--- src/rtl/pic_pkg.sv ---
// Shared definitions for the parametric interrupt controller: register map,
// command opcodes, CONFIG bit positions, FSM states and the priority-rank helper.
package pic_pkg;

   localparam logic [1:0] ADDR_CONFIG  = 2'd0;
   localparam logic [1:0] ADDR_MASK    = 2'd1;
   localparam logic [1:0] ADDR_COMMAND = 2'd2;
   localparam logic [1:0] ADDR_AUX     = 2'd3;

   localparam logic [2:0] OP_NS_EOI     = 3'b001;
   localparam logic [2:0] OP_S_EOI      = 3'b011;
   localparam logic [2:0] OP_ROT_NS_EOI = 3'b101;
   localparam logic [2:0] OP_SET_PRIO   = 3'b111;

   typedef enum logic {
      ST_IDLE  = 1'b0,
      ST_WAIT2 = 1'b1
   } pic_state_e;

   function automatic int cfg_level_bit(input int vw);
      return vw;
   endfunction

   function automatic int cfg_aeoi_bit(input int vw);
      return vw + 1;
   endfunction

   function automatic int cfg_arot_bit(input int vw);
      return vw + 2;
   endfunction

   // Rank 0 is the channel just after the pointer; the pointer channel ranks last.
   function automatic int prio_rank(input int ch, input int ptr, input int n);
      int r;
      r = ch + n - ptr - 1;
      return (r >= n) ? (r - n) : r;
   endfunction

endpackage

--- src/rtl/parametric_interrupt_controller_if.sv ---
// CPU-side register bus, request lines and acknowledge/vector handshake of the
// interrupt controller; master is the CPU/peripheral side, slave the controller.
interface parametric_interrupt_controller_if #(
   parameter int NUM_CHANNELS = 8,
   parameter int VECTOR_WIDTH = 8,
   parameter int BUS_WIDTH    = 16
) ();
   logic                    CHIP_SELECT;
   logic                    WRITE;
   logic                    READ;
   logic [1:0]              ADDRESS;
   logic [BUS_WIDTH-1:0]    DATA_IN;
   logic [BUS_WIDTH-1:0]    DATA_OUT;
   logic [NUM_CHANNELS-1:0] INTERRUPT_REQUESTS;
   logic                    INTERRUPT_ACKNOWLEDGE;
   logic                    INTERRUPT;
   logic [VECTOR_WIDTH-1:0] VECTOR_OUT;
   logic                    VECTOR_VALID;

   modport master (
      output CHIP_SELECT, WRITE, READ, ADDRESS, DATA_IN,
      output INTERRUPT_REQUESTS, INTERRUPT_ACKNOWLEDGE,
      input  DATA_OUT, INTERRUPT, VECTOR_OUT, VECTOR_VALID
   );

   modport slave (
      input  CHIP_SELECT, WRITE, READ, ADDRESS, DATA_IN,
      input  INTERRUPT_REQUESTS, INTERRUPT_ACKNOWLEDGE,
      output DATA_OUT, INTERRUPT, VECTOR_OUT, VECTOR_VALID
   );
endinterface

--- src/rtl/pic_priority_resolver.sv ---
// Combinational rotating-priority search: the first set request found walking
// upward from pointer+1 (mod N) wins.
module pic_priority_resolver #(
   parameter int NUM_CHANNELS = 8,
   parameter int IDW          = 3
) (
   input  logic [NUM_CHANNELS-1:0] req,
   input  logic [IDW-1:0]          ptr,
   output logic                    found,
   output logic [IDW-1:0]          id
);
   // Walk from lowest to highest priority so the highest-priority hit is written last.
   always_comb begin
      found = 1'b0;
      id    = {IDW{1'b0}};
      for (int i = NUM_CHANNELS - 1; i >= 0; i--) begin
         int             sum;
         logic [IDW-1:0] idx;
         sum   = int'(ptr) + 1 + i;
         idx   = IDW'((sum >= NUM_CHANNELS) ? (sum - NUM_CHANNELS) : sum);
         found = found | req[idx];
         id    = req[idx] ? idx : id;
      end
   end
endmodule

--- src/rtl/parametric_interrupt_controller.sv ---
// 8259A-style interrupt controller: edge/level IRR, mask, rotating nested
// priority, EOI commands, auto-EOI and a two-pulse acknowledge/vector handshake.
module parametric_interrupt_controller
   import pic_pkg::*;
#(
   parameter int NUM_CHANNELS = 8,
   parameter int VECTOR_WIDTH = 8,
   parameter int BUS_WIDTH    = 16
) (
   input logic CLOCK,
   input logic RESET,
   parametric_interrupt_controller_if.slave bus
);
   localparam int IDW      = (NUM_CHANNELS > 1) ? $clog2(NUM_CHANNELS) : 1;
   localparam int CFGW     = VECTOR_WIDTH + 3;
   localparam int LVL_BIT  = cfg_level_bit(VECTOR_WIDTH);
   localparam int AEOI_BIT = cfg_aeoi_bit(VECTOR_WIDTH);
   localparam int AROT_BIT = cfg_arot_bit(VECTOR_WIDTH);
   localparam logic [IDW-1:0] PTR_RST = IDW'(NUM_CHANNELS - 1);

   logic [NUM_CHANNELS-1:0] irr_r, isr_r, mask_r, req_prev_r;
   logic [NUM_CHANNELS-1:0] irr_n, isr_n, pend_s, edge_s;
   logic [CFGW-1:0]         cfg_r;
   logic [IDW-1:0]          ptr_r, ptr_n, win_r, pend_id_s, isr_id_s, lvl_s;
   logic                    pend_found_s, isr_found_s, spur_r;
   logic                    wr_s, rd_s, cfg_wr_s, mask_wr_s, cmd_wr_s, ack1_s, ack2_s;
   logic                    int_cond_s, int_r, vvalid_r;
   logic [2:0]              op_s;
   logic [BUS_WIDTH-1:0]    data_out_r;
   logic [VECTOR_WIDTH-1:0] vec_r;
   int                      pend_rank_s, isr_rank_s;
   pic_state_e              state_r, state_n;
   logic                    unused_s;

   assign wr_s      = bus.CHIP_SELECT & bus.WRITE;
   assign rd_s      = bus.CHIP_SELECT & bus.READ;
   assign cfg_wr_s  = wr_s && (bus.ADDRESS == ADDR_CONFIG);
   assign mask_wr_s = wr_s && (bus.ADDRESS == ADDR_MASK);
   assign cmd_wr_s  = wr_s && (bus.ADDRESS == ADDR_COMMAND);
   assign op_s      = bus.DATA_IN[2:0];
   assign lvl_s     = bus.DATA_IN[8+IDW-1:8];
   assign ack1_s    = bus.INTERRUPT_ACKNOWLEDGE && (state_r == ST_IDLE);
   assign ack2_s    = bus.INTERRUPT_ACKNOWLEDGE && (state_r == ST_WAIT2);
   assign edge_s    = bus.INTERRUPT_REQUESTS & ~req_prev_r;
   assign pend_s    = irr_r & ~mask_r;
   assign unused_s  = ^bus.DATA_IN;

   pic_priority_resolver #(.NUM_CHANNELS(NUM_CHANNELS), .IDW(IDW)) u_pend_res (
      .req(pend_s), .ptr(ptr_r), .found(pend_found_s), .id(pend_id_s)
   );

   pic_priority_resolver #(.NUM_CHANNELS(NUM_CHANNELS), .IDW(IDW)) u_isr_res (
      .req(isr_r), .ptr(ptr_r), .found(isr_found_s), .id(isr_id_s)
   );

   assign pend_rank_s = prio_rank(int'(pend_id_s), int'(ptr_r), NUM_CHANNELS);
   assign isr_rank_s  = prio_rank(int'(isr_id_s), int'(ptr_r), NUM_CHANNELS);
   assign int_cond_s  = pend_found_s && (!isr_found_s || (pend_rank_s < isr_rank_s));

   // Next IRR/ISR/pointer: EOI first, then acknowledge effects, a CONFIG write overrides all.
   always_comb begin
      irr_n   = cfg_r[LVL_BIT] ? bus.INTERRUPT_REQUESTS : (irr_r | edge_s);
      isr_n   = isr_r;
      ptr_n   = ptr_r;
      state_n = state_r;
      if (bus.INTERRUPT_ACKNOWLEDGE) begin
         state_n = (state_r == ST_IDLE) ? ST_WAIT2 : ST_IDLE;
      end else begin
         state_n = state_r;
      end
      if (cmd_wr_s && ((op_s == OP_NS_EOI) || (op_s == OP_ROT_NS_EOI)) && isr_found_s) begin
         isr_n[isr_id_s] = 1'b0;
         ptr_n = (op_s == OP_ROT_NS_EOI) ? isr_id_s : ptr_n;
      end else if (cmd_wr_s && (op_s == OP_S_EOI)) begin
         isr_n[lvl_s] = 1'b0;
      end else if (cmd_wr_s && (op_s == OP_SET_PRIO)) begin
         ptr_n = lvl_s;
      end else begin
         ptr_n = ptr_n;
      end
      if (ack1_s && pend_found_s) begin
         isr_n[pend_id_s] = 1'b1;
         irr_n[pend_id_s] = 1'b0;
      end else if (ack2_s && cfg_r[AEOI_BIT] && !spur_r) begin
         isr_n[win_r] = 1'b0;
         ptr_n = (cfg_r[AROT_BIT] && !cmd_wr_s) ? win_r : ptr_n;
      end else begin
         isr_n = isr_n;
      end
      if (cfg_wr_s) begin
         irr_n = {NUM_CHANNELS{1'b0}};
         isr_n = {NUM_CHANNELS{1'b0}};
         ptr_n = PTR_RST;
      end else begin
         irr_n = irr_n;
      end
   end

   // All state, the handshake FSM and registered outputs.
   always_ff @(posedge CLOCK) begin
      if (RESET) begin
         irr_r      <= {NUM_CHANNELS{1'b0}};
         isr_r      <= {NUM_CHANNELS{1'b0}};
         req_prev_r <= {NUM_CHANNELS{1'b0}};
         mask_r     <= {NUM_CHANNELS{1'b1}};
         cfg_r      <= {CFGW{1'b0}};
         ptr_r      <= PTR_RST;
         win_r      <= {IDW{1'b0}};
         spur_r     <= 1'b0;
         state_r    <= ST_IDLE;
         data_out_r <= {BUS_WIDTH{1'b0}};
         int_r      <= 1'b0;
         vec_r      <= {VECTOR_WIDTH{1'b0}};
         vvalid_r   <= 1'b0;
      end else begin
         irr_r      <= irr_n;
         isr_r      <= isr_n;
         ptr_r      <= ptr_n;
         state_r    <= state_n;
         req_prev_r <= cfg_wr_s ? {NUM_CHANNELS{1'b0}} : bus.INTERRUPT_REQUESTS;
         int_r      <= int_cond_s && (state_n == ST_IDLE);
         vvalid_r   <= 1'b0;
         if (mask_wr_s) mask_r <= bus.DATA_IN[NUM_CHANNELS-1:0];
         if (cfg_wr_s)  cfg_r  <= bus.DATA_IN[CFGW-1:0];
         if (rd_s) begin
            case (bus.ADDRESS)
               ADDR_CONFIG:  data_out_r <= BUS_WIDTH'(irr_r);
               ADDR_MASK:    data_out_r <= BUS_WIDTH'(mask_r);
               ADDR_COMMAND: data_out_r <= BUS_WIDTH'(isr_r);
               ADDR_AUX:     data_out_r <= BUS_WIDTH'(cfg_r);
               default:      data_out_r <= {BUS_WIDTH{1'b0}};
            endcase
         end
         case (state_r)
            ST_IDLE: begin
               if (ack1_s) begin
                  win_r  <= pend_found_s ? pend_id_s : PTR_RST;
                  spur_r <= !pend_found_s;
               end
            end
            ST_WAIT2: begin
               if (ack2_s) begin
                  vec_r    <= cfg_r[VECTOR_WIDTH-1:0] + VECTOR_WIDTH'(win_r);
                  vvalid_r <= 1'b1;
               end
            end
            default: begin
               vvalid_r <= 1'b0;
            end
         endcase
      end
   end

   assign bus.DATA_OUT     = data_out_r;
   assign bus.INTERRUPT    = int_r;
   assign bus.VECTOR_OUT   = vec_r;
   assign bus.VECTOR_VALID = vvalid_r;

endmodule

--- src/flat_wrapper.sv ---
// flat-port wrapper written by rule: the top's interface ports become plain ports
module parametric_interrupt_controller_flat import pic_pkg::*;
#(
   parameter int NUM_CHANNELS = 8,
   parameter int VECTOR_WIDTH = 8,
   parameter int BUS_WIDTH    = 16
)
  (CLOCK, RESET, bus_CHIP_SELECT, bus_WRITE, bus_READ, bus_ADDRESS, bus_DATA_IN, bus_INTERRUPT_REQUESTS, bus_INTERRUPT_ACKNOWLEDGE, bus_DATA_OUT, bus_INTERRUPT, bus_VECTOR_OUT, bus_VECTOR_VALID);
  parametric_interrupt_controller_if #(.NUM_CHANNELS(NUM_CHANNELS), .VECTOR_WIDTH(VECTOR_WIDTH), .BUS_WIDTH(BUS_WIDTH)) bus_i ();
  input logic CLOCK;
  input logic RESET;
  input wire logic [$bits(bus_i.CHIP_SELECT)-1:0] bus_CHIP_SELECT;
  input wire logic [$bits(bus_i.WRITE)-1:0] bus_WRITE;
  input wire logic [$bits(bus_i.READ)-1:0] bus_READ;
  input wire logic [$bits(bus_i.ADDRESS)-1:0] bus_ADDRESS;
  input wire logic [$bits(bus_i.DATA_IN)-1:0] bus_DATA_IN;
  input wire logic [$bits(bus_i.INTERRUPT_REQUESTS)-1:0] bus_INTERRUPT_REQUESTS;
  input wire logic [$bits(bus_i.INTERRUPT_ACKNOWLEDGE)-1:0] bus_INTERRUPT_ACKNOWLEDGE;
  output wire logic [$bits(bus_i.DATA_OUT)-1:0] bus_DATA_OUT;
  output wire logic [$bits(bus_i.INTERRUPT)-1:0] bus_INTERRUPT;
  output wire logic [$bits(bus_i.VECTOR_OUT)-1:0] bus_VECTOR_OUT;
  output wire logic [$bits(bus_i.VECTOR_VALID)-1:0] bus_VECTOR_VALID;
  assign bus_i.CHIP_SELECT = bus_CHIP_SELECT;
  assign bus_i.WRITE = bus_WRITE;
  assign bus_i.READ = bus_READ;
  assign bus_i.ADDRESS = bus_ADDRESS;
  assign bus_i.DATA_IN = bus_DATA_IN;
  assign bus_i.INTERRUPT_REQUESTS = bus_INTERRUPT_REQUESTS;
  assign bus_i.INTERRUPT_ACKNOWLEDGE = bus_INTERRUPT_ACKNOWLEDGE;
  assign bus_DATA_OUT = bus_i.DATA_OUT;
  assign bus_INTERRUPT = bus_i.INTERRUPT;
  assign bus_VECTOR_OUT = bus_i.VECTOR_OUT;
  assign bus_VECTOR_VALID = bus_i.VECTOR_VALID;
  parametric_interrupt_controller #(.NUM_CHANNELS(NUM_CHANNELS), .VECTOR_WIDTH(VECTOR_WIDTH), .BUS_WIDTH(BUS_WIDTH)) u_core (.CLOCK(CLOCK), .RESET(RESET), .bus(bus_i));
endmodule
--- config.mk ---
export PLATFORM = sky130hd
export DESIGN_NAME = parametric_interrupt_controller_flat
export DESIGN_NICKNAME = d
export VERILOG_FILES = /design/src/rtl/pic_pkg.sv /design/src/rtl/parametric_interrupt_controller_if.sv /design/src/rtl/pic_priority_resolver.sv /design/src/rtl/parametric_interrupt_controller.sv /design/src/flat_wrapper.sv
export SDC_FILE = /design/constraint.sdc
export NUM_CORES = 1
export LEC_CHECK = 0
export CORE_UTILIZATION = 45
export CTS_CLUSTER_SIZE = 8
export DETAILED_ROUTE_END_ITERATION = 8
export GPL_ROUTABILITY_DRIVEN = 0
export PLACE_DENSITY = 0.68
export SLEW_MARGIN = 20
export SYNTH_ARGS = -nofsm -noshare
export SYNTH_HDL_FRONTEND = slang
export SYNTH_SLANG_ARGS = --single-unit
--- constraint.sdc ---
create_clock -name CLOCK -period 4.3 [get_ports CLOCK]
set_input_delay 1.075 -clock CLOCK [delete_from_list [all_inputs] [get_ports CLOCK]]
set_output_delay 1.075 -clock CLOCK [all_outputs]
set_load 0.01 [all_outputs]
Word level (Yosys, flattened, before mapping)
Index checks and enable logic that the tools add are counted.

word-level totals
  word-level logic and storage cells = 218
  output and inout bits = 26
  register bits = 77

operators by class
  $lt $le $gt $ge = 27
  $add $sub $neg = 25
  muxes and demuxes = 84
  reductions and logical operators = 30
  bitwise gates (word level) = 32
  equal/unequal tests = 7

operators by type and width
  cell                   number
  $mux 3                 32
  $ge 32x5->1 const B    2
  $mux 32                2
  $pmux 16 s4            1
  $sub 32x2->32 const B  2
  $sub 32x4->32          2
  $sub 32x5->32 const B  2
  $and 8x8->8            6
  $bmux 1 s3             16
  $lt 3x4->1 const B     12
  $mux 8                 6
  $not 8->8              6
  $ge 5x4->1 const B     7
  $lt 32x32->1           1
  $sub 3x1->3 const B    8
  $mux 1                 23
  $add 4x3->5 const B    4
  $logic_and 1x1->1      19
  $or 8x8->8             2
  $or 1x1->1             14
  $demux 1 s3            4
  $ge 3x1->1 const B     4
  $add 3x4->5 const B    2
  $add 4x2->5 const B    2
  other kinds (16)       26

Logic depth before layout (Yosys ltp)
Gate-level depths: netlist of run 1.

  depth after elaboration = 24
  depth in mapped cells = 21

By module
From an unflattened synthesis of run 1, not the netlist that was laid out.

unflattened totals
  cells, all modules = 677
  area, all modules = 5632.9 sq um

by module, submodules not included
  module                           area each (sq um)  times used  cells an instance
  parametric_interrupt_controller  3981.3             1           477
  pic_priority_resolver            825.8              2           100

Worst setup path before layout of run 1
OpenSTA, ideal clock, no wires.

  kind = register -> register
  start = reg u_core.ptr_r[0]
  end = reg u_core.int_r, in the netlist u_core.bus.INTERRUPT
  setup slack = -0.287 ns
  stages on the path, launching flop included = 20
  arrival time = 4.455 ns
  cell sequence = dfxtp_1 > buf_6 > inv_2 > buf_1 > ha_1 > buf_6 > mux4_2 > mux2_2 > o211a_1 > o21a_1 > o32ai_4 > ha_1 > inv_1 > fa_1 > inv_1 > ha_1 > a21boi_0 > o21ai_0 > a311oi_1 > nor4bb_1

between the ends
  cells in the longest elaborated chain, start to end = 23
  elaborated cells between the ends (all ways) = 111
  classes of those cells = 24 x add/sub; 11 x order compare; 58 x mux; 14 x bitwise; 4 x reduce/logical

RTL lines
  element                                       RTL line                                                  text
  start: declaration                            parametric_interrupt_controller.sv:24                     logic [IDW-1:0] ptr_r, ptr_n, win_r, pend_id_s, isr_id_s, lvl_s;
  start signal: assignment                      parametric_interrupt_controller.sv:118                    ptr_r <= ptr_n;
  $add 3x1->4                                   pic_priority_resolver.sv:19                               sum = int'(ptr) + 1 + i;
  $add 4x3->5                                   pic_priority_resolver.sv:19
  $ge 5x4->1 or $sub 3x1->3 (tied branches)     pic_priority_resolver.sv:20                               idx = IDW'((sum >= NUM_CHANNELS) ? (sum - NUM_CHANNELS) : sum);
  $mux 3                                        pic_priority_resolver.sv:20
  $bmux 1 s3                                    pic_priority_resolver.sv:21, pic_priority_resolver.sv:22
  $mux 1 (not written as such)                  pic_priority_resolver.sv:21, pic_priority_resolver.sv:22
  $mux 3 (8 in series)                          pic_priority_resolver.sv:22                               id = req[idx] ? idx : id;
  $add 3x4->5                                   pic_pkg.sv:35                                             r = ch + n - ptr - 1;
  $sub 32x4->32                                 pic_pkg.sv:35
  $sub 32x2->32                                 pic_pkg.sv:35
  $sub 32x5->32 or $ge 32x5->1 (tied branches)  pic_pkg.sv:36                                             return (r >= n) ? (r - n) : r;
  $mux 32                                       pic_pkg.sv:36
  $lt 32x32->1                                  parametric_interrupt_controller.sv:58                     assign int_cond_s = pend_found_s && (!isr_found_s || (pend_rank_s < isr_rank_s));
  $logic_or 1x1->1                              parametric_interrupt_controller.sv:58
  $logic_and 1x1->1 *                           parametric_interrupt_controller.sv:58
  $logic_and 1x1->1 *                           parametric_interrupt_controller.sv:121                    int_r <= int_cond_s && (state_n == ST_IDLE);
  end signal: assignment                        parametric_interrupt_controller.sv:121
  end: declaration                              parametric_interrupt_controller.sv:27                     logic int_cond_s, int_r, vvalid_r;

Mark *: on every way between the ends. The rest lies on a longest branch, timed or not. The select of a mux whose other input is x is not followed.
A chain may end at the register's enable or synchronous reset.

Final worst setup path of run 1
Ends and elaborated chain as after synthesis.

==> results of run 1 <==
==> per-layer routing <==
layer | up-vias | global-route usage, %
met4 | 0 | 14.7
met2 | 275 | 45.6
met1 | 2599 | 34.8
li1 | 2490 | -
met5 | - | 0
met3 | 57 | 2.84
==> worst max-delay path by stage <==
stage / endpoint / slack (ns) / cells after the start / from
finish: u_core.bus.INTERRUPT / 0.12 / 16 / u_core.ptr_r[0]
global placement: u_core.bus.INTERRUPT / -0.06 / 17 / u_core.ptr_r[0]
floorplan: u_core.bus.INTERRUPT / -0.03 / 19 / u_core.ptr_r[0]
global route: u_core.bus.INTERRUPT / -0.07 / 19 / u_core.ptr_r[0]
CTS: u_core.bus.INTERRUPT / 0.005 / 17 / u_core.ptr_r[0]
detailed placement: u_core.bus.INTERRUPT / -0.14 / 16 / u_core.ptr_r[0]
==> logic make-up (layout without fill, tap and decap cells) <==
logic type	Yosys count	in the layout	synth area share, %
buf+inv	71	156	6.38
fa+ha+maj	18	18	4.45
xor+xnor	16	16	3.32
other cells	1	5	0.0673
compound gates	156	156	20.7
flops	72	72	25.9
simple gates	235	235	21.6
mux	61	61	17.7
==> layout by cell type, fill, tap and decap left out, types with 12 or more instances in the layout <==
cell type and count:
nor2b_1 15, clkdlybuf4s50_1 47, mux2i_1 19, mux4_2 28
a21oi_1 37, nand2_1 85, nor2_1 42, inv_1 23
buf_4 61, nand2b_1 14, o21ai_0 16, ha_1 12
dfxtp_1 71
==> area by class of cell <==
type	count	area share, %
flip-flops and latches	72	20.6
multi-input cells	491	56.5
clock inverters	7	1.02
clock buffers	9	3.22
well taps	168	3.00
repair buffers	111	13.9
inverters	29	1.70
==> power by group <==
group	switching, mW	internal (mW)
combinational	0.145	0.136
sequential	0.0312	0.696
clock	0.293	0.448
total	0.470	1.28
==> stage by stage <==
stage               utilization (%)  power, mW  instances  hold slack, ns  setup WS (ns)
floorplan                         -      0.898        634           0.445        -0.0314
global placement               53.9       1.00        866           0.447        -0.0595
detailed placement             53.9       1.01        866           0.450         -0.137
CTS                            57.6       1.75        887           0.458        0.00520
global route                   58.0       1.81        887           0.484        -0.0727
finish                         58.0       1.75        887           0.460          0.116
==> worst reg2reg max path, delay by kind of cell, from the launching register on <==
| kind | cells | cell delay, ns |
|---|---|---|
| compound gates | 5 | 1.41 |
| fa+ha+maj | 3 | 0.88 |
| buf+inv | 5 | 0.59 |
| flops | 1 | 0.39 |
| mux | 1 | 0.58 |
| simple gates | 2 | 0.21 |
==> sequential cells by signal, indices dropped and copies added (netlist names), 3 cells and up <==
signal and flops:
u_core.bus.VECTOR_OUT 8, u_core.isr_r 8, u_core.bus.DATA_OUT 11, u_core.cfg_r 11, u_core.ptr_r 3, u_core.win_r 3, u_core.mask_r 8, u_core.irr_r 8
u_core.req_prev_r 8
==> synth_stat cells, types with 4 or more instances <==
cell type / instances / area share [%]
and2_1: 11 / 1.2
a22oi_1: 4 / 0.54
a21o_1: 5 / 0.67
nand3b_1: 9 / 1.2
a21oi_1: 37 / 3.3
a31oi_1: 5 / 0.56
nor3_1: 9 / 0.81
nand4_1: 4 / 0.45
mux4_2: 28 / 11
a211oi_1: 9 / 1.2
buf_4: 8 / 1.1
xnor2_1: 7 / 1.1
mux2_2: 6 / 1.2
a21boi_0: 6 / 0.81
o21a_1: 4 / 0.54
o211ai_1: 10 / 1.3
inv_2: 4 / 0.27
o21ai_0: 19 / 1.7
nor4_1: 4 / 0.45
dfxtp_1: 72 / 26
inv_1: 24 / 1.6
nand2_1: 85 / 5.7
ha_1: 15 / 3.4
buf_2: 7 / 0.63
nor2_1: 42 / 2.8
nor2b_1: 15 / 1.7
mux2i_1: 25 / 4.5
and3b_1: 5 / 0.79
nand2b_1: 14 / 1.6
o22ai_1: 8 / 0.90
clkbuf_1: 19 / 1.3
nor3b_2: 4 / 0.90
xor2_1: 5 / 0.79
nand3_1: 11 / 0.99
==> what timing repair did <==
action	in CTS	in global routing
setup buffers	5	1
gates resized for setup	22	10
pin swaps	7	11
setup endpoints to repair	1	1
hold buffers	0	0
==> impl_metrics.ini, run 1 <==
[timing]
rsz0062_at_grt = true
setup_viol = 0
max_slew_margin_pct = 48.8
slew_viol_final = 0
final.setup.tns_ns = 0
worst_pin_slew_ns = 0.764
fmax_mhz = 239
fin_skew_ns = 0.00563
fin_crit_ns = 4.18
final.period_utilization_pct = 97.3
hold_violations = 0

[logic_synthesis]
synthCells = 630
async_flop_share_pct = 0
synth-seq-cells = 72
netlist_area_um2 = 5570
yosysSeqAreaShare_pct = 25.9
synth.distinct_cells = 92
synth_warnings = 0
synth_edf_count = 0
ys.flop_type = dfxtp_1
syn_avg_cell_area_um2 = 8.85

[cts]
tritoncts = yes
worstSkewPairLatency_ns = 0.34
clkTransAtPathRegs_ns = 0.06
clkSinkCount = 72
htreeDepth = 3
cts.path.max_buffers = 2
cts_buffers = 9
cts_root_buf = clkbuf_16

[floorplanning]
core_um2 = 12100
io-pin-count = 58
dieArea_um2 = 12800
die_y_um = 113
die_w_um = 113
start_util_pct = 46.2
std_cell_rows = 40

[routing]
wl_met1_um = 6960
highest_layer = met4
post_drt_wl_per_cell_um = 18.9
wl_met3_um = 1200
ant_nets = 0
via_count = 5421
drc = 0
first_pass_iters = 6
initialDrtViolationCount = 644
met2_length_um = 8000
wl_um = 16800
vias_per_cell = 6.11

[finish]
n_fill_cell = 1060
final_layout_size_suffix_gt1_share_pct = 22.5
regArea_um2 = 1450
fin_nets = 764
syn_to_final_growth_pct = 25.6
diodes = 0
multi_input_area_um2 = 3960
stdcell_area_um2 = 7000

[placed_design]
placed_cell_area_um2 = 6500
io_buffers = 47
dp_hpwl_um = 12800

[critical_path]
reg2regPathDepth = 16
path_max_fanout = 8
worstPathRequired_ns = 4.50
ff2ff_setup_slack_ns = 0.12
cpMaxStageDelayCell = mux4_2
worst_path_dominant_cell_family = compound AO/OA/AOI/OAI gates
end_kind = register
start_kind = register
crit_path_cell_trace = inv_8 -> ha_4 -> buf_4 -> inv_4 -> mux4_2 -> buf_4 -> a2111oi_4 -> o22ai_1 -> a311oi_2 -> nor3_2 -> ha_1 -> a21oi_1 -> inv_1 -> ha_1 -> a311oi_4 -> nor4bb_4
criticalPathCategory = register to register
worst-path-buf-inv = 5
critical_path_arrival_ns = 4.39
critPathMaxStageDelay_ns = 0.58
reg2reg_from = u_core.ptr_r[0]
r2r_end = u_core.bus.INTERRUPT

[flow_run]
max_cap_violations = 0

[min_path]
hold_depth = 2
min_to = u_core.bus.DATA_OUT[7]
hold_path_class = register to register
hp-start = u_core.bus.DATA_OUT[7]

[global_routing]
grt_pass1_vias = 5398
overflow = 0
grt_pass1_wl_um = 27400
grt_max_degree = 47
grt_usage_pct = 27.3
antenna_found_initial = 0

[run_status]
status = finished clean

[pwr]
p_leak_nw = 2.70
p_per_area_nw_per_um2 = 250
vdd_ir_drop_max_mv = 0.266
(Power assumes the default switching activity.)
==> inputs of run 2 (changes only) <==
--- a/config.mk
+++ b/config.mk
@@ -9,7 +9,8 @@
 export CTS_CLUSTER_SIZE = 8
 export DETAILED_ROUTE_END_ITERATION = 8
 export GPL_ROUTABILITY_DRIVEN = 0
-export PLACE_DENSITY = 0.68
+export GPL_TIMING_DRIVEN = 0
+export PLACE_DENSITY = 0.66
 export SLEW_MARGIN = 20
 export SYNTH_ARGS = -nofsm -noshare
 export SYNTH_HDL_FRONTEND = slang
==> constraint.sdc (replaced) <==
create_clock -name CLOCK -period 4.4 [get_ports CLOCK]
set_input_delay 1.1 -clock CLOCK [delete_from_list [all_inputs] [get_ports CLOCK]]
set_output_delay 1.1 -clock CLOCK [all_outputs]
set_load 0.01 [all_outputs]
==> run 2 against run 1 <==
  * The run now ends with negative setup slack left
  * Final area decreased by 2.6%
  * First-iteration DRC count shrank 4.0%
  * Via count rose by 0.26%
  * Utilization down 1.5 points
  * Clock power decreased by 12%
  * Global-route usage grew 0.25 points
  * Sequential share of layout area grew 0.52 points
  * Cell count down 0.11%
  * Die area unchanged
  * Hold slack hardly changed
  * Routed wire length rose by 3.0%
==> impl_metrics.ini, run 2 (synthesis gave the netlist of run 1 again) <==
[routing]
wl_um = 17300
first_pass_iters = 6
drc = 0
via_count = 5435
initialDrtViolationCount = 618
post_drt_wl_per_cell_um = 19.5
ant_nets = 0
vias_per_cell = 6.13

[pwr]
p_per_area_nw_per_um2 = 241
vdd_ir_drop_max_mv = 0.247
fin_total_pwr_mw = 1.64
p_leak_nw = 2.61

[placed_design]
dp_hpwl_um = 13000
io_buffers = 47

[floorplanning]
die_y_um = 113
dieArea_um2 = 12800
io-pin-count = 58
std_cell_rows = 40
die_w_um = 113
start_util_pct = 46.2
core_um2 = 12100

[critical_path]
reg2reg_from = u_core.ptr_r[0]
worstPathRequired_ns = 4.64
path_depth = 19
end_kind = register
critPathMaxStageDelay_ns = 0.59
cpMaxStageDelayCell = mux4_2
ff2ff_setup_slack_ns = -0.17
worst_path_dominant_cell_family = adder cells
criticalPathCategory = register to register
worst-path-buf-inv = 6
crit_path_cell_trace = buf_6 -> inv_8 -> buf_12 -> ha_4 -> buf_12 -> mux4_2 -> mux2_4 -> o211a_1 -> o21a_1 -> o32ai_4 -> ha_2 -> inv_2 -> fa_1 -> inv_1 -> ha_1 -> a21boi_2 -> o21ai_2 -> a311oi_2 -> nor4bb_1
critical_path_arrival_ns = 4.81
crit_top_cell = buf_12
path_max_fanout = 7
start_kind = register
r2r_end = u_core.bus.INTERRUPT
reg2regPathDepth = 19

[global_routing]
grt_max_degree = 12
grt_pass1_wl_um = 27400
grt_pass1_vias = 5270
antenna_found_initial = 0
grt_usage_pct = 27.6
overflow = 0

[cts]
htreeDepth = 3
worstSkewPairLatency_ns = 0.33
cts_buffers = 9
clkSinkCount = 72
cts_root_buf = clkbuf_16
cts_hold_buf = 0
tritoncts = yes
clkTransAtPathRegs_ns = 0.06
cts.path.max_buffers = 2

[finish]
layout_commonest_cell = nand2_1
final_cell_mix = nand2_1, dfxtp_1, clkdlybuf4s50_1, nor2_1, a21oi_1
fin_nets = 763
n_fill_cell = 1087
regArea_um2 = 1440
postLayoutCoreUtil_pct = 56.5
syn_to_final_growth_pct = 22.4
final_layout_size_suffix_gt1_share_pct = 18.5
diodes = 0
multi_input_area_um2 = 3870

[run_status]
violations = negative setup slack
status = finished with violations

[timing]
max_slew_margin_pct = 41.7
slew_viol_final = 0
final.period_utilization_pct = 104
setup_viol = 1
worst_pin_slew_ns = 0.869
fin_crit_ns = 4.57
hold_violations = 0
final.setup.tns_ns = -0.167
fin_skew_ns = 0.00547
worst_slack_ns = -0.167
hold_slack_ns = 0.460
fmax_mhz = 219
rsz0062_at_grt = true

[min_path]
min_to = u_core.bus.DATA_OUT[6]
hp-start = u_core.bus.DATA_OUT[6]
hold_depth = 2
hold_path_class = register to register

[flow_run]
max_cap_violations = 0
[run 2: changes by cell type in the layout (fill, tap and decap cells not counted), sizes merged]
cell      before  now
clkinvlp       3    1
inv           29   28
buf           64   43
clkbuf         9   33
bufinv         1    0
[run 2: how the worst max path moves through the flow]
stage                     slack [ns]             from                   end
after detailed placement       -0.78  u_core.ptr_r[0]  u_core.bus.INTERRUPT
after global placement         -0.76  u_core.ptr_r[0]  u_core.bus.INTERRUPT
after floorplan                 0.01  u_core.ptr_r[0]  u_core.bus.INTERRUPT
after CTS                      -0.13  u_core.ptr_r[0]  u_core.bus.INTERRUPT
final                          -0.17  u_core.ptr_r[0]  u_core.bus.INTERRUPT
after global routing           -0.29  u_core.ptr_r[0]  u_core.bus.INTERRUPT
[run 2: routing by layer]
layer  track usage [%]  wire length [um]
met1              34.7              7100
met4              13.8               746
met3              5.09              1430
met2              45.3              8030
met5                 0                 0
[run 2: worst register-to-register path, stage by stage, from the launching register on]
cell      delay, ns
dfxtp_2        0.33
buf_6          0.11
inv_8          0.05
buf_12         0.12
ha_4           0.27
buf_12         0.12
mux4_2         0.59
mux2_4         0.30
o211a_1        0.21
o21a_1         0.21
o32ai_4        0.35
ha_2           0.25
inv_2          0.04
fa_1           0.47
inv_1          0.05
ha_1           0.27
a21boi_2       0.16
o21ai_2        0.13
a311oi_2       0.16
nor4bb_1       0.30
[run 2: repair_timing]
action,4_1_cts,5_1_grt
endpoints found under the setup margin,1,1
resized for setup,23,4
hold endpoints to repair,0,0
pin swaps,11,9
buffers inserted,12,9
[run 2: layout make-up]
| class | instances | share of cell area, % |
|---|---|---|
| plain buffers | 42 | 4.09 |
| clock inverters | 3 | 0.257 |
| clock buffers | 13 | 3.67 |
| well taps | 168 | 3.08 |
| repair buffers | 68 | 9.21 |
| multi-input cells | 491 | 56.8 |
| flip-flops and latches | 72 | 21.2 |
| inverters | 29 | 1.71 |
[run 2: stage by stage]
step / instances / area (um^2) / setup slack (ns)
after CTS: 877 / 6740 / -0.128
after detailed placement: 849 / 6300 / -0.776
after global placement: 849 / 6300 / -0.756
after global routing: 886 / 6820 / -0.290
after floorplan: 634 / 5620 / 0.0140
final: 886 / 6820 / -0.167
[run 2: power by group]
part,internal (mW),switching (mW),total (mW)
logic,0.131,0.142,0.273
registers,0.681,0.0310,0.712
clock network,0.395,0.261,0.656
total,1.21,0.435,1.64
==> inputs of run 3 (changes only) <==
--- a/config.mk
+++ b/config.mk
@@ -14,4 +14,5 @@
 export SLEW_MARGIN = 20
 export SYNTH_ARGS = -nofsm -noshare
 export SYNTH_HDL_FRONTEND = slang
+export SYNTH_HIERARCHICAL = 1
 export SYNTH_SLANG_ARGS = --single-unit
==> run 3 against run 2 <==
  * The run still ends with negative setup slack left
  * Flip-flop and latch count unchanged
  * Via count increased by 6.0%
  * Combinational power increased by 9.9%
  * Critical endpoint is now u_core/bus.INTERRUPT
  * Largest cell class unchanged
  * Critical path depth increased by 8
  * Routed wire length increased by 1.3%
==> impl_metrics.ini, run 3 <==
[run_status]
status = finished with violations
violations = negative setup slack

[cts]
cts_hold_buf = 0
clkTransAtPathRegs_ns = 0.06
worstSkewPairLatency_ns = 0.34
tritoncts = yes
cts_root_buf = clkbuf_16
cts.path.max_buffers = 2
cts_buffers = 9
clkSinkCount = 72
htreeDepth = 3

[logic_synthesis]
syn_avg_cell_area_um2 = 8.32
synth-seq-cells = 72
yosysMostFrequentCell = nand2_1
synth.distinct_cells = 67
synth_warnings = 6
synthCells = 677
yosysSeqAreaShare_pct = 25.6
synth_edf_count = 0
ys.flop_type = dfxtp_1
synth_top_area_share_pct = 25.6
synthTopCellsByCount = nand2_1, dfxtp_1, a21oi_1
netlist_area_um2 = 5630
async_flop_share_pct = 0
yosysTopAreaCell = dfxtp_1
synth_area_leaders = dfxtp_1, mux4_2, nand2_1

[routing]
vias_per_cell = 6.00
post_drt_wl_per_cell_um = 18.3
via_count = 5763
ant_nets = 0
wl_um = 17500
initialDrtViolationCount = 486
first_pass_iters = 5
drc = 0

[critical_path]
end_kind = register
ff2ff_setup_slack_ns = -0.52
start_kind = register
path_max_fanout = 6
reg2reg_from = u_core/ptr_r[0]
reg2regPathDepth = 27
worstPathRequired_ns = 4.63
r2r_end = u_core/bus.INTERRUPT
criticalPathCategory = register to register
critical_path_arrival_ns = 5.15

[global_routing]
grt_pass1_vias = 5516
grt_max_degree = 12
antenna_found_initial = 0
overflow = 0
grt_usage_pct = 27.6
grt_pass1_wl_um = 28000

[timing]
worst_pin_slew_ns = 0.567
final.period_utilization_pct = 112
fin_skew_ns = 0.00749
rsz0062_at_grt = true
hold_violations = 0
worst_slack_ns = -0.522
max_slew_margin_pct = 62.2
fmax_mhz = 203
final.setup.tns_ns = -0.522
setup_viol = 1
slew_viol_final = 0
fin_crit_ns = 4.92

[floorplanning]
std_cell_rows = 40
dieArea_um2 = 13000
die_w_um = 114
start_util_pct = 46.5
core_um2 = 12100
die_y_um = 114
io-pin-count = 58

[finish]
n_fill_cell = 1025
diodes = 0
final_cell_mix = nand2_1, dfxtp_1, buf_4, a21oi_1, clkdlybuf4s50_1
multi_input_area_um2 = 4370
regArea_um2 = 1450
final_layout_size_suffix_gt1_share_pct = 22.9
syn_to_final_growth_pct = 34.4
layout_commonest_cell = nand2_1
postLayoutCoreUtil_pct = 62.5
fin_nets = 849

[min_path]
hp-start = u_core/bus.DATA_OUT[5]
hold_path_class = register to register
min_to = u_core/bus.DATA_OUT[5]
hold_depth = 2

[pwr]
vdd_ir_drop_max_mv = 0.181
p_leak_nw = 2.95
p_per_area_nw_per_um2 = 230

[placed_design]
dp_hpwl_um = 12500
io_buffers = 45

[flow_run]
max_cap_violations = 0
## run 3: cell count changes in the layout (fill, tap and decap cells not counted), sizes merged, moves of 4 or more
cell    previous run  this run
buf               43        66
a21oi             37        58
nand2             86       105
ha                15        27
nand3             11        19
nor3              11        19
mux2i             26        19
and3b              5         0
nand2b            14         9
o211ai            11         6
a311oi             3         7
clkbuf            33        37
nor3b              6         2
o22ai              8         4
## run 3: timing repair
item,4_1_cts,5_1_grt
pin swaps,19,26
gates resized for setup,39,34
setup endpoints to repair,1,1
setup buffers,37,14
hold endpoints to repair,0,0
gates cloned,0,0
## run 3: layout make-up
cell class,instances,share of cell area [%]
Multi-Input combinational cell,540,57.7
Sequential cell,72,19.1
Timing Repair Buffer,96,11.1
Buffer,38,3.59
Clock buffer,14,3.49
Tap cell,168,2.78
Inverter,30,1.74
Clock inverter,2,0.496
## run 3: cells by family after synthesis
logic type,count (synthesis),synth area share [%]
AO/OA/AOI/OAI,163,18.9
other,1,0.0666
flip-flops,72,25.6
multiplexers,55,16.2
AND/OR/NAND/NOR,268,23.1
adder cells (fa/ha/maj),30,7.06
buffers and inverters,69,5.38
XOR/XNOR,19,3.75
## run 3: worst max-delay path, stage by stage, from the launching register on
cell and delay (ns):
dfxtp_4 0.39, buf_8 0.11, buf_12 0.10, inv_6 0.04, ha_4 0.26, clkbuf_16 0.14, mux4_2 0.32, nand2_1 0.12
nand2_1 0.14, or4_1 0.56, a21oi_1 0.15, o21ai_1 0.12, o311ai_4 0.10, fa_2 0.52, inv_4 0.09, ha_4 0.15
nand2_4 0.06, nor2_4 0.11, inv_2 0.06, ha_4 0.17, nor2b_4 0.12, nor3_2 0.13, a31oi_2 0.08, ha_4 0.30
a21oi_4 0.05, o211ai_1 0.08, a31oi_1 0.11, o31a_1 0.24
## run 3: worst max path at each step
stage	from	end	slack, ns	cells after the start
floorplan	u_core/ptr_r[0]	u_core/bus.INTERRUPT	-0.57	30
detailed placement	u_core/ptr_r[1]	u_core/bus.INTERRUPT	-1.24	24
global placement	u_core/ptr_r[0]	u_core/bus.INTERRUPT	-1.18	29
global route	u_core/ptr_r[0]	u_core/bus.INTERRUPT	-0.68	29
CTS	u_core/ptr_r[0]	u_core/bus.INTERRUPT	-0.63	28
finish	u_core/ptr_r[0]	u_core/bus.INTERRUPT	-0.52	27
## run 3: per-stage QoR
stage                     power [mW]  hold slack, ns  instance area, um^2  cells  setup WS, ns
after floorplan                0.883           0.436                 5830    681        -0.573
after global placement         0.972           0.447                 6490    894         -1.18
after detailed placement       0.978           0.452                 6490    894         -1.24
after CTS                       1.73           0.459                 7310    946        -0.626
after global routing            1.81           0.488                 7570    960        -0.680
final                           1.74           0.460                 7570    960        -0.522
## run 3: power breakdown
| part | internal [mW] | total (mW) | switching [mW] |
|---|---|---|---|
| Clock | 0.470 | 0.734 | 0.264 |
| Combinational | 0.144 | 0.300 | 0.156 |
| Sequential | 0.680 | 0.705 | 0.0244 |
## run 3: routing by layer
metal / GRT usage (%) / up-vias / routed length (um)
li1: - / 2696 / -
met1: 36.1 / 2776 / 7550
met2: 46.6 / 261 / 8440
met3: 5.31 / 30 / 1250
met4: 7.45 / 0 / 280
met5: 0 / - / 0
